`src/rtl/peripheral_mpi_packet_arbiter.sv`:
```
// peripheral_mpi_packet_arbiter: packet-atomic round-robin arbiter onto one registered NoC link
module peripheral_mpi_packet_arbiter #(
  parameter int NOC_FLIT_WIDTH = 32,
  parameter int N = 4
) (
  input  logic                        clk,
  input  logic                        rst,
  input  logic [N*NOC_FLIT_WIDTH-1:0] in_flit,
  input  logic [N-1:0]                in_last,
  input  logic [N-1:0]                in_valid,
  output logic [N-1:0]                in_ready,
  output logic [NOC_FLIT_WIDTH-1:0]   out_flit,
  output logic                        out_last,
  output logic                        out_valid,
  input  logic                        out_ready,
  output logic [N-1:0]                grant,
  output logic                        busy
);
  localparam int PW = N > 1 ? $clog2(N) : 1;
  localparam int SW = PW + 1;
  localparam logic [0:0] S_IDLE = 1'b0;
  localparam logic [0:0] S_LOCKED = 1'b1;
  logic [0:0] r_state;
  logic [PW-1:0] r_rr_ptr, r_owner;
  logic [N-1:0] r_grant;
  logic [NOC_FLIT_WIDTH-1:0] r_out_flit;
  logic r_out_last, r_out_valid;
  logic w_accept, w_found, w_req, w_xfer, w_last;
  logic [PW-1:0] w_win, w_sel, w_next;
  logic [PW-1:0] w_cand [N];
  logic [NOC_FLIT_WIDTH-1:0] w_flit;
  // w_cand[k] is the k-th requester in round-robin order starting at r_rr_ptr
  for (genvar g = 0; g < N; g++) begin : g_cand
    logic [SW-1:0] w_sum;
    assign w_sum = {1'b0, r_rr_ptr} + SW'(g);
    assign w_cand[g] = w_sum >= SW'(N) ? PW'(w_sum - SW'(N)) : PW'(w_sum);
  end
  always_comb begin
    w_found = 1'b0;
    w_win = '0;
    for (int k = 0; k < N; k++) begin
      if (!w_found && in_valid[w_cand[k]]) begin
        w_found = 1'b1;
        w_win = w_cand[k];
      end
    end
  end
  assign w_accept = !r_out_valid || out_ready;
  assign w_sel = r_state == S_LOCKED ? r_owner : w_win;
  assign w_req = r_state == S_LOCKED ? in_valid[w_sel] : w_found;
  assign w_xfer = !rst && w_req && w_accept;
  assign in_ready = w_xfer ? N'(1) << w_sel : '0;
  assign w_next = w_sel == PW'(N - 1) ? '0 : w_sel + PW'(1);
  assign w_flit = in_flit[w_sel*NOC_FLIT_WIDTH +: NOC_FLIT_WIDTH];
  assign w_last = in_last[w_sel];
  always_ff @(posedge clk or posedge rst) begin
    if (rst) begin
      r_state <= S_IDLE;
      r_rr_ptr <= '0;
      r_owner <= '0;
      r_grant <= '0;
      r_out_flit <= '0;
      r_out_last <= 1'b0;
      r_out_valid <= 1'b0;
    end else if (w_accept) begin
      r_out_valid <= w_xfer;
      if (w_xfer) begin
        r_out_flit <= w_flit;
        r_out_last <= w_last;
        r_state <= w_last ? S_IDLE : S_LOCKED;
        r_owner <= w_sel;
        r_grant <= w_last ? '0 : in_ready;
        if (w_last) r_rr_ptr <= w_next;
      end
    end
  end
  assign out_flit = r_out_flit;
  assign out_last = r_out_last;
  assign out_valid = r_out_valid;
  assign grant = r_grant;
  assign busy = r_state == S_LOCKED;
endmodule
```
`config.mk`:
```
export PLATFORM = sky130hd
export DESIGN_NAME = peripheral_mpi_packet_arbiter
export DESIGN_NICKNAME = d
export VERILOG_FILES = /design/src/rtl/peripheral_mpi_packet_arbiter.sv
export SDC_FILE = /design/constraint.sdc
export NUM_CORES = 1
export LEC_CHECK = 0
export ABC_AREA = 1
export CAP_MARGIN = 20
export CORE_MARGIN = 1
export CORE_UTILIZATION = 64
export DETAILED_ROUTE_END_ITERATION = 8
export DONT_BUFFER_PORTS = 1
export PLACE_DENSITY = 0.86
export SYNTH_ARGS = -nofsm -noshare
export SYNTH_HDL_FRONTEND = slang
export SYNTH_SLANG_ARGS = --single-unit
```
`constraint.sdc`:
```
create_clock -name clk -period 2.7 [get_ports clk]
set_input_delay 0.405 -clock clk [delete_from_list [all_inputs] [get_ports clk]]
set_output_delay 0.405 -clock clk [all_outputs]
set_load 0.005 [all_outputs]
```
# After elaboration in Yosys (flattened, before gate mapping)
# Cells that the tools add are included.
# Widths: inputs -> output; s select.
# totals
reg_bits	43
inputBits	139
# op_classes
n_addsub	8
n_mux	30
n_shift	2
eq_ne	1
reduce_logical	13
order_cmp	9
# op_table
operator	count
$shiftx 128x8->32	1
$mux 2	10
$lt 2x3->1 const B	5
$bmux 1 s2	6
$mux 1	12
$ge 3x3->1 const B	3
$mux 4	2
$sub 2x1->2 const B	4
$add 2x2->3 const B	2
$logic_and 1x1->1	5
$logic_not 1->1	5
$shl 1x2->4 const A	1
$add 2x1->3 const B	1
$ge 2x3->1 const B	1
$reduce_and 3->1	1
$add 2x1->2 const B	1
$eq 2x2->1 const B	1
$reduce_and 2->1	1
$logic_or 1x1->1	1

# Logic depth before layout (Yosys ltp)
# logic_depth
ltp_word	22
ltp_mapped	19
mapped_depth_nobuf	18

# Least setup slack after synthesis
# OpenSTA, ideal clock, no wires.
# synth_timing
path_type	register -> output
start	reg r_rr_ptr[0]
end	out in_ready[0]
t_required_ns	2.295
t_arrival_ns	1.838
setup_slack_ns	0.457
stages_incl_launch_ff	18
path_cell_list	dfrtp_1 buf_6 nand2_2 nand3_1 nand2_1 inv_2 nand3_1 nor2_2 nor2_4 nand2_4 nand2_1 nand2_1 nand2_2 nand2_2 nor2_4 nand2_4 buf_6 nor2_1
# synth_via
elab_chain_cells	21
# synth_lines
element	line_no	source
start, declared	24	logic [PW-1:0] r_rr_ptr, r_owner;
start signal, assigned	73	if (w_last) r_rr_ptr <= w_next;
parallel branches: the longest is 20 deep, another holds $add 2x1->3	n/a	
$mux 4 *	52	assign in_ready = w_xfer ? N'(1) << w_sel : '0;
end, declared	11	output logic [N-1:0] in_ready,
# Every way passes the cells marked *. The select of a mux whose other input is x is not followed.

# Final worst setup path
# layout_timing
start	reg r_rr_ptr[0]
end	out in_ready[2]
# The elaborated chain is that of the path after synthesis.

==> results.md <==
- Pwr Total: 6.518 mW
- CTS max path bufs: 2
- DP Wirelength: 6.202 mm
- Core area: around 4500 µm²
- Placed cell count: 507
- F_max: 353.6 MHz
- Pwr per Cell Area: 1811 nW/µm²
- Leak Pwr: 1.781 nW
- Max-cap viol count: 0
- Worst-margin pin slew: 0.5331 ns
- Share of cells above drive strength 1: 22.24%
- TritonCTS buffer count: 5
- Slew HR: 64.46%
- Kind of cell adding the most delay to the critical path: simple AND/OR/NAND/NOR gates
- Largest net degree at the start of global routing: 44
- PortBufs: 0
- CP Capture Type: output pin
- Synth Instances: 472
- Height of the die: 71.70 µm
- GRT Util Overall: 32.53%
- Final core utilization: 79.92%
- Met1 Use GR: 34.28%
- Grt peak-use layer: met2
- I/O Pins: 182
- Synth Cell Area: 3109 µm²
- Sinks on Clock Net: 43
- Core Rows: 24
- CP peak stage delay: 0.50 ns
- Layout Cells excl Fill: 542
- Crit Path Max Fanout: 5
- Crit path cell chain: clkinvlp_4, nand2_1, nand2_1, nand2_2, nand2_2, nor2_4, nand3_1, nand2_1, inv_1, nand2_2, nand2_8, buf_4, ha_1, inv_1, nor2_2
- Clock Latency Late Sink: 0.30 ns
- Drt wl/cell: 18.23 µm
- Clock H-tree levels: 2
- CTS root buffer: clkbuf_8
- Most common cell after layout, fill and taps aside: nand2_1
- CTS tree: yes
- Slowest cell on the critical path: dfrtp_2
- Final Max Slew Viols: 0
- Clk_skew: 0.01431 ns
- Fin. Hold Viols: 0
- Arr. time, crit path: 2.42 ns
- Drt pass-1 iters: 5
- Iter 0 DRT Violations: around 210
- Post-synthesis cell type count: 21
- First-pass GRT wire length: around 13 mm
- Grt met3 use: approximately 6.9%
- WL final: 9.883 mm
- Post-layout net count: 632
- Pre-CTS setup slack: about 0.11 ns
- Worst path bufs/invs: 4
- Final setup fails: 4
- WP data required: roughly 2.3 ns
- Hold_buf cts: 0
- Die width: 71.70 µm
- Minimum clock period: 2.828 ns
- Max IR drop VDD: 1.589 mV
- RSZ-0062 raised after global routing: yes
- CP Class: reg2out
- Final Cycle Share: 104.7%
- Detailed-route via count: around 3400
- Area of the die: 5141 µm²
- ANT cells: 0
- # DRC: 0
- Total grt overflow: 0
- WHS: 0.1452 ns
- Outcome: finished, violations left
- Failing checks: setup timing
- Antenna violations before repair: 0
- Area growth syn-to-layout: 15.77%
- Vias in the first global route: just under 3000
- Startpoint Class: flop
- Post-synth net total: around 600
- YS warnings: 0
- Starting Density: 69.03%
- Worst hold path type: in2async
- RD Place Congestion: about 0.9
- Fin worst setup slack: -0.1280 ns
- Commonest non-fill, non-tap cells in the layout: 142 x nand2_1, 67 x nor2_1, 51 x o21ai_0
- Syn Area/Cell: roughly 6.6 µm²
- Yosys reg bits: 43
- Antenna-violating nets left: 0
- Post-synthesis sequential area ratio: roughly 35%
- Vias/cell: 6.310
- GR Util met2: ~62%
- CTS clock-pin slew for the worst setup and hold paths: about 0.09 ns
==> final timing paths <==
check	startpoint	to	slack, ns	depth (start not counted)
min	rst	out_valid$_DFFE_PP0N_	0.15	2
min reg2reg	out_flit[15]$_DFFE_PP0P_	out_flit[15]$_DFFE_PP0P_	0.50	2
max in group asynchronous	rst	r_rr_ptr[1]$_DFFE_PP0P_	2.16	2
min in group clk	rst	out_valid$_DFFE_PP0N_	0.32	3
max	r_rr_ptr[0]$_DFFE_PP0P_	in_ready[2]	-0.13	15
max reg2reg	r_rr_ptr[0]$_DFFE_PP0P_	r_rr_ptr[1]$_DFFE_PP0P_	0.07	19
==> sequential cells by signal, indices dropped and copies added (netlist names) <==
signal     flops
r_owner        2
r_rr_ptr       2
out_valid      1
out_last       1
busy           1
out_flit      32
grant          4
==> metal layers <==
layer	share of wire [%]	up-vias	routed length (µm)
met1	35	1561	3475
met4	4.4	0	431
li1	-	1568	-
met2	52	241	5127
met3	8.6	50	849
met5	0	-	0
==> Yosys cell counts (all sizes together) <==
library cell,instances,area (µm²)
nand2,174,695.7
buf,23,178.9
nand3b,1,7.510
nor2,76,312.8
clkbuf,6,22.52
inv,22,85.09
dfrtp,43,1076
o22ai,32,200.2
ha,4,50.05
nand3,24,145.1
o21ai,67,335.3
==> stage by stage <==
stage / instance area (µm²) / setup TNS (ns)
detailed placement: 3075 / 0
global placement: 3075 / 0
finish: 3600 / -0.3243
CTS: 3231 / 0
global route: 3600 / -0.5901
floorplan: 3109 / 0
==> area by class of cell <==
cell class	count	area, µm²
repair inverters	1	7.507
well taps	52	65.06
fillers	308	904.6
inverters	22	97.59
multi-input cells	378	1941
clock inverters	2	12.51
clock buffers	6	72.57
repair buffers	38	325.3
flip-flops and latches	43	1079
==> report_power, final <==
part / switching, mW / internal, mW / total (mW)
Combinational: 3.02 / 1.80 / 4.82
Clock: 0.237 / 0.181 / 0.418
Sequential: 0.307 / 0.972 / 1.28
==> logic make-up after synthesis <==
group	share of synthesized area [%]
AO/OA/AOI/OAI	17.22
adder cells (fa/ha/maj)	1.610
buffers and inverters	9.215
flip-flops	34.61
AND/OR/NAND/NOR	37.34
==> worst reg2reg max path: cells and delay by family, from the launching register on <==
family | cells | cell delay (ns)
simple gates | 15 | 1.45
buf+inv | 4 | 0.58
flops | 1 | 0.50
==> timing repair <==
action / CTS / global route
pin swaps: 2 / 9
buffers inserted: 7 / 19
endpoints found under the setup margin: 4 / 4
cloned: 0 / 1
gates resized for setup: 5 / 57
Note: power is estimated with default switching activity, not from simulation.
